--- src/rtl/game_ctrl.sv ---
// game_ctrl: frame-based collision, scoring and state sequencing for the obstacle game
module game_ctrl #(
  parameter int HIT_FRAMES  = 2,
  parameter int HOLD_FRAMES = 120,
  parameter int SCORE_W     = 16
) (
  input  logic               i_clk,
  input  logic               i_rst,
  input  logic               i_ani_stb,
  input  logic               i_start,
  input  logic [11:0]        i_ob_x1,
  input  logic [11:0]        i_ob_x2,
  input  logic [11:0]        i_ob_y1,
  input  logic [11:0]        i_ob_y2,
  input  logic [11:0]        i_pl_x1,
  input  logic [11:0]        i_pl_x2,
  input  logic [11:0]        i_pl_y1,
  input  logic [11:0]        i_pl_y2,
  output logic               o_animate,
  output logic               o_obs_rst,
  output logic [SCORE_W-1:0] o_score,
  output logic [1:0]         o_state,
  output logic               o_hit
);
  typedef enum logic [1:0] {IDLE, RUN, HIT, OVER} state_t;
  state_t state_q, state_d;
  logic start_q, past_q, past_d, obs_rst_q, obs_rst_d, animate_q, animate_d, hit_q, hit_d;
  logic [3:0] hcnt_q, hcnt_d, hcnt_inc;
  logic [7:0] hold_q, hold_d, hold_inc;
  logic [SCORE_W-1:0] score_q, score_d;
  logic start_rise, overlap, past;
  // next-state: start handling in IDLE/OVER, per-strobe scoring/debounce in RUN, hold count in HIT
  always_comb begin
    start_rise = i_start & ~start_q;
    overlap = (i_ob_x1 <= i_pl_x2) & (i_pl_x1 <= i_ob_x2) & (i_ob_y1 <= i_pl_y2) & (i_pl_y1 <= i_ob_y2);
    past = i_ob_x1 > i_pl_x2;
    hcnt_inc = hcnt_q + 4'd1;
    hold_inc = hold_q + 8'd1;
    state_d = state_q;
    past_d = past_q;
    hcnt_d = hcnt_q;
    hold_d = hold_q;
    score_d = score_q;
    obs_rst_d = 1'b0;
    if ((state_q == IDLE || state_q == OVER) && start_rise) begin
      state_d = RUN;
      score_d = '0;
      hcnt_d = '0;
      hold_d = '0;
      past_d = 1'b1;
      obs_rst_d = 1'b1;
    end else if (state_q == RUN && i_ani_stb) begin
      hcnt_d = overlap ? hcnt_inc : 4'd0;
      score_d = (past & ~past_q & ~&score_q) ? score_q + 1'b1 : score_q;
      past_d = past;
      state_d = (overlap && hcnt_inc == 4'(HIT_FRAMES)) ? HIT : RUN;
    end else if (state_q == HIT && i_ani_stb) begin
      hold_d = hold_inc;
      state_d = (hold_inc == 8'(HOLD_FRAMES)) ? OVER : HIT;
    end
    animate_d = (state_d == RUN) & ~obs_rst_d;
    hit_d = state_d == HIT;
  end
  // state, counters and registered outputs
  always_ff @(posedge i_clk) begin
    if (i_rst) begin
      state_q <= IDLE;
      start_q <= 1'b0;
      past_q <= 1'b1;
      hcnt_q <= '0;
      hold_q <= '0;
      score_q <= '0;
      obs_rst_q <= 1'b0;
      animate_q <= 1'b0;
      hit_q <= 1'b0;
    end else begin
      state_q <= state_d;
      start_q <= i_start;
      past_q <= past_d;
      hcnt_q <= hcnt_d;
      hold_q <= hold_d;
      score_q <= score_d;
      obs_rst_q <= obs_rst_d;
      animate_q <= animate_d;
      hit_q <= hit_d;
    end
  end
  assign o_animate = animate_q;
  assign o_obs_rst = obs_rst_q;
  assign o_score = score_q;
  assign o_state = state_q;
  assign o_hit = hit_q;
endmodule

--- config.mk ---
export PLATFORM = sky130hd
export DESIGN_NAME = game_ctrl
export DESIGN_NICKNAME = d
export VERILOG_FILES = /design/src/rtl/game_ctrl.sv
export SDC_FILE = /design/constraint.sdc
export NUM_CORES = 1
export LEC_CHECK = 0
export ABC_AREA = 1
export BUFFER_PORTS_ARGS = -buffer_cell sky130_fd_sc_hd__buf_4
export CAP_MARGIN = 5
export CORE_AREA = 2 2 82 84
export DETAILED_ROUTE_END_ITERATION = 12
export DIE_AREA = 0 0 84 86
export PLACE_DENSITY_LB_ADDON = 0.05
export SLEW_MARGIN = 20
export SYNTH_ARGS = -nofsm -noshare
export SYNTH_HDL_FRONTEND = slang
export SYNTH_SLANG_ARGS = --single-unit
--- constraint.sdc ---
create_clock -name i_clk -period 2.1 [get_ports i_clk]
set_clock_uncertainty 0.1 [all_clocks]
set_input_delay 0.21 -clock i_clk [delete_from_list [all_inputs] [get_ports i_clk]]
set_output_delay 0.21 -clock i_clk [all_outputs]
set_load 0.01 [all_outputs]
==> run_results.csv <==
group,metric,value,unit
sta,timing.hold.ws,14.0,ps
floorplan,area_enclosed_by_the_die_boundary,7220,sq um
routing,num_vias,3304,
routing,post_drt_wl_per_cell,10.8,um
logic_synthesis,synth_seq_cells,35,
power,peakVddDrop,0.000424,V
min_path,hold_path.class,"in2reg",
setup_path,timing.critical_path.max_delay_family,"simple AND/OR/NAND/NOR gates",
setup_path,timing.critical_path.required,2210,ps
routing,drt_drc_violations_left,0,
final_layout,antenna_cells_inserted,0,
status,status,"finished clean",
power,cellPowerDensity,421,nW/um^2
routing,iteration_0_drc_count_of_the_detailed_router,115,
cts,cts_made_buffers,5,
grt,grt_max_degree,13,
sta,crit_share_post_route,87.7,%
setup_path,startpoint_types,"flop",
sta,clock.fmax,543,MHz
cts,cts.root.buffer_cell,"sky130_fd_sc_hd__clkbuf_8",
floorplan,die_width,84,um
cts,hold_buffers,0,
final_layout,proportion_of_layout_cells_with_a_drive_suffix_above_1,24.3,%
placed_design,hpwl,6280,um
sta,tns,0,ps
logic_synthesis,yosysWarningCount,0,
grt,grt_pass1_vias,3329,
cts,cts_max_level,2,
sta,tightest_slew,274,ps
cts,numClockSinks,35,
final_layout,area.growth.synth_to_final,37.6,%
logic_synthesis,mapped_nets,628,
setup_path,crit_path_end_kind,"flop",
min_path,min_from,"i_rst",
logic_synthesis,synth_cell_types,31,
sta,slew_violations,0,
sta,final-hold-violation-count,0,
floorplan,initial_utilization,49.5,%
grt,antenna_found_initial,0,
sta,rsz0062_at_grt,"false",
placed_design,port_buffers,120,
cts,clock_tree.buffer_depth,2,
setup_path,crit_type,"reg2reg",
floorplan,floorplan.core_area,6280,sq um
cts,worst_setup_hold_path_clk_slew,80,ps
routing,drt-pass1-iter-count,4,
grt,grt_first_pass_wirelength,13000,um
cts,clock_latency_on_the_worst_skew_pair,290,ps
floorplan,ioPinCount,121,
cts,cts_tree,"done",
routing,drt-total-wl,7380,um
grt,grtUsageTotal,21.5,%
setup_path,setup.worst_path.start,"o_score[0]",
logic_synthesis,synthesis.area_per_instance,6.55,sq um
setup_path,buf_inv_stages_crit_path,1,
sta,slew_limit_headroom,81.6,%
routing,antenna_left,0,
setup_path,cpMaxStageDelayCell,"sky130_fd_sc_hd__dfxtp_1",
logic_synthesis,synthesis.instances,474,
power,power.leakage,2.39,nW
setup_path,ordered_list_of_cells_on_the_worst_path,"ha_1 > nand2_2 > nor3_4 > nand4_2 > o21ai_2 > nor2_2 > buf_4 > and3_1 > nor3_1",
logic_synthesis,synth-seq-area-share,22.6,%
grt,grt_overflow_total,0,
flow_run,cap_viol_max_count,0,
cts,post_cts_resized,0,
final_layout,fillCellCount,594,
sta,timing.final.crit_period,1840,ps
sta,report.final.setup_viol,0,
cts,post_cts_buffers,0,
floorplan,placement_rows,29,
setup_path,timing.rr.start,"o_score[0]",
routing,viasPerCell,4.82,
final_layout,final_nets,762,
setup_path,timing.critical_path.fanout_max,11,
power,power.total,1.80,mW
floorplan,die_height,86,um
setup_path,timing.critical_path.slowest_cell_delay,340,ps
logic_synthesis,synthesis.area,3100,sq um
setup_path,arrival,1960,ps
placed_design,gp_routability_congestion,0.833,
[registers in the layout (all words and copies together), names as in the netlist]
register,cells
hold_q,8
o_obs_rst,1
o_hit,1
o_state,2
start_q,1
o_animate,1
past_q,1
hcnt_q,4
o_score,16
[worst reg2reg max path, stage by stage, from the launching register on]
cell and delay (ps):
sky130_fd_sc_hd__dfxtp_1 340, sky130_fd_sc_hd__ha_1 210, sky130_fd_sc_hd__nand2_2 90, sky130_fd_sc_hd__nor3_4 180, sky130_fd_sc_hd__nand4_2 140, sky130_fd_sc_hd__o21ai_2 200
sky130_fd_sc_hd__nor2_2 70, sky130_fd_sc_hd__buf_4 170, sky130_fd_sc_hd__and3_1 150, sky130_fd_sc_hd__nor3_1 120
[metal layers]
layer | global-route usage, % | part of all wire, % | vias up
li1 | - | - | 1756
met1 | 23.6 | 43 | 1450
met2 | 41.2 | 49 | 90
met3 | 6.06 | 7.5 | 8
met4 | 4.55 | 0.99 | 0
met5 | 0 | 0 | -
[area by class of cell]
cell class | count | area (sq um) | area share (%)
Clock inverter | 3 | 43.8 | 1.03
Multi-Input combinational cell | 335 | 2000 | 46.8
Inverter | 99 | 372 | 8.70
Tap cell | 77 | 96.3 | 2.26
Sequential cell | 35 | 701 | 16.4
Timing Repair Buffer | 132 | 991 | 23.2
Clock buffer | 5 | 68.8 | 1.61
[power breakdown]
group	internal, mW	switching, mW
Combinational	0.262	0.230
Sequential	0.679	0.0103
Clock	0.353	0.264
[final timing paths]
check	slack, ps	cells past startpoint	endpoint
hold reg to reg	390	2	hold_q[1]
setup / recovery	260	9	o_score[11]
hold / removal	10	2	start_q
setup reg to reg	260	9	o_score[11]
[Yosys cell counts]
| cell type | instances | area share (%) |
|---|---|---|
| sky130_fd_sc_hd__nand4_1 | 8 | 1.6 |
| sky130_fd_sc_hd__clkbuf_1 | 3 | 0.36 |
| sky130_fd_sc_hd__buf_6 | 2 | 0.73 |
| sky130_fd_sc_hd__dfxtp_1 | 35 | 23 |
| sky130_fd_sc_hd__a21oi_1 | 32 | 5.2 |
| sky130_fd_sc_hd__nand2_1 | 114 | 14 |
| sky130_fd_sc_hd__nand3_1 | 18 | 2.9 |
| sky130_fd_sc_hd__o211ai_1 | 3 | 0.73 |
| sky130_fd_sc_hd__o21bai_1 | 1 | 0.24 |
| sky130_fd_sc_hd__o21ai_0 | 8 | 1.3 |
| sky130_fd_sc_hd__nor2_2 | 1 | 0.20 |
| sky130_fd_sc_hd__xnor2_1 | 4 | 1.1 |
| sky130_fd_sc_hd__nor3_2 | 1 | 0.32 |
| sky130_fd_sc_hd__nand4_2 | 1 | 0.40 |
| sky130_fd_sc_hd__inv_1 | 97 | 12 |
| sky130_fd_sc_hd__ha_1 | 54 | 22 |
| sky130_fd_sc_hd__xor2_1 | 9 | 2.5 |
| sky130_fd_sc_hd__clkinv_1 | 1 | 0.12 |
| sky130_fd_sc_hd__nand3b_1 | 1 | 0.24 |
| sky130_fd_sc_hd__a211oi_1 | 1 | 0.24 |
| sky130_fd_sc_hd__nor3b_1 | 1 | 0.24 |
| sky130_fd_sc_hd__nor3_1 | 12 | 1.9 |
| sky130_fd_sc_hd__a21o_1 | 4 | 0.97 |
| sky130_fd_sc_hd__nor2_1 | 53 | 6.4 |
| sky130_fd_sc_hd__and3_1 | 1 | 0.20 |
| sky130_fd_sc_hd__nand2_2 | 2 | 0.40 |
| sky130_fd_sc_hd__o21ai_2 | 1 | 0.28 |
| sky130_fd_sc_hd__inv_2 | 1 | 0.12 |
| sky130_fd_sc_hd__nor3_4 | 1 | 0.52 |
| sky130_fd_sc_hd__o21a_1 | 1 | 0.24 |
| sky130_fd_sc_hd__and2_1 | 3 | 0.60 |
[cells by family (layout without fill, tap and decap cells)]
family | after synthesis | in the layout | synth area share [%]
AND/OR/NAND/NOR | 217 | 217 | 29.8
buffers and inverters | 104 | 239 | 13.1
AO/OA/AOI/OAI | 51 | 51 | 9.15
adder cells (fa/ha/maj) | 54 | 54 | 21.8
flip-flops | 35 | 35 | 22.6
XOR/XNOR | 13 | 13 | 3.67
[cell usage in the layout (no fill, tap or decap)]
cell,count
sky130_fd_sc_hd__dfxtp_1,35
sky130_fd_sc_hd__ha_1,54
sky130_fd_sc_hd__and3_1,1
sky130_fd_sc_hd__clkinv_4,1
sky130_fd_sc_hd__inv_2,1
sky130_fd_sc_hd__nand3b_1,1
sky130_fd_sc_hd__nor2_2,1
sky130_fd_sc_hd__nand2_1,114
sky130_fd_sc_hd__o211ai_1,3
sky130_fd_sc_hd__a211oi_1,1
sky130_fd_sc_hd__o21a_1,1
sky130_fd_sc_hd__nand4_1,8
sky130_fd_sc_hd__clkinv_1,1
sky130_fd_sc_hd__o21ai_2,1
sky130_fd_sc_hd__clkinv_2,1
sky130_fd_sc_hd__clkbuf_8,5
sky130_fd_sc_hd__nor3_4,1
sky130_fd_sc_hd__nor3_2,1
sky130_fd_sc_hd__buf_4,132
sky130_fd_sc_hd__bufinv_16,1
sky130_fd_sc_hd__a21oi_1,32
sky130_fd_sc_hd__a21o_1,4
sky130_fd_sc_hd__nor3_1,12
sky130_fd_sc_hd__xnor2_1,4
sky130_fd_sc_hd__nor2_1,53
sky130_fd_sc_hd__o21bai_1,1
sky130_fd_sc_hd__nor3b_1,1
sky130_fd_sc_hd__nand3_1,18
sky130_fd_sc_hd__xor2_1,9
sky130_fd_sc_hd__nand4_2,1
sky130_fd_sc_hd__and2_1,3
sky130_fd_sc_hd__nand2_2,2
sky130_fd_sc_hd__inv_1,97
sky130_fd_sc_hd__o21ai_0,8
[stage by stage]
step           setup slack (ps)  std cells  area [sq um]  util, %
3_5_place_dp               64.3        678          4160     66.2
3_3_place_gp                137        678          4160     66.2
4_1_cts                     254        686          4270     68.0
5_1_grt                     107        686          4270     68.0
6_report                    258        686          4270     68.0
2_1_floorplan               190        474          3100        -
(Power assumes the default switching activity.)
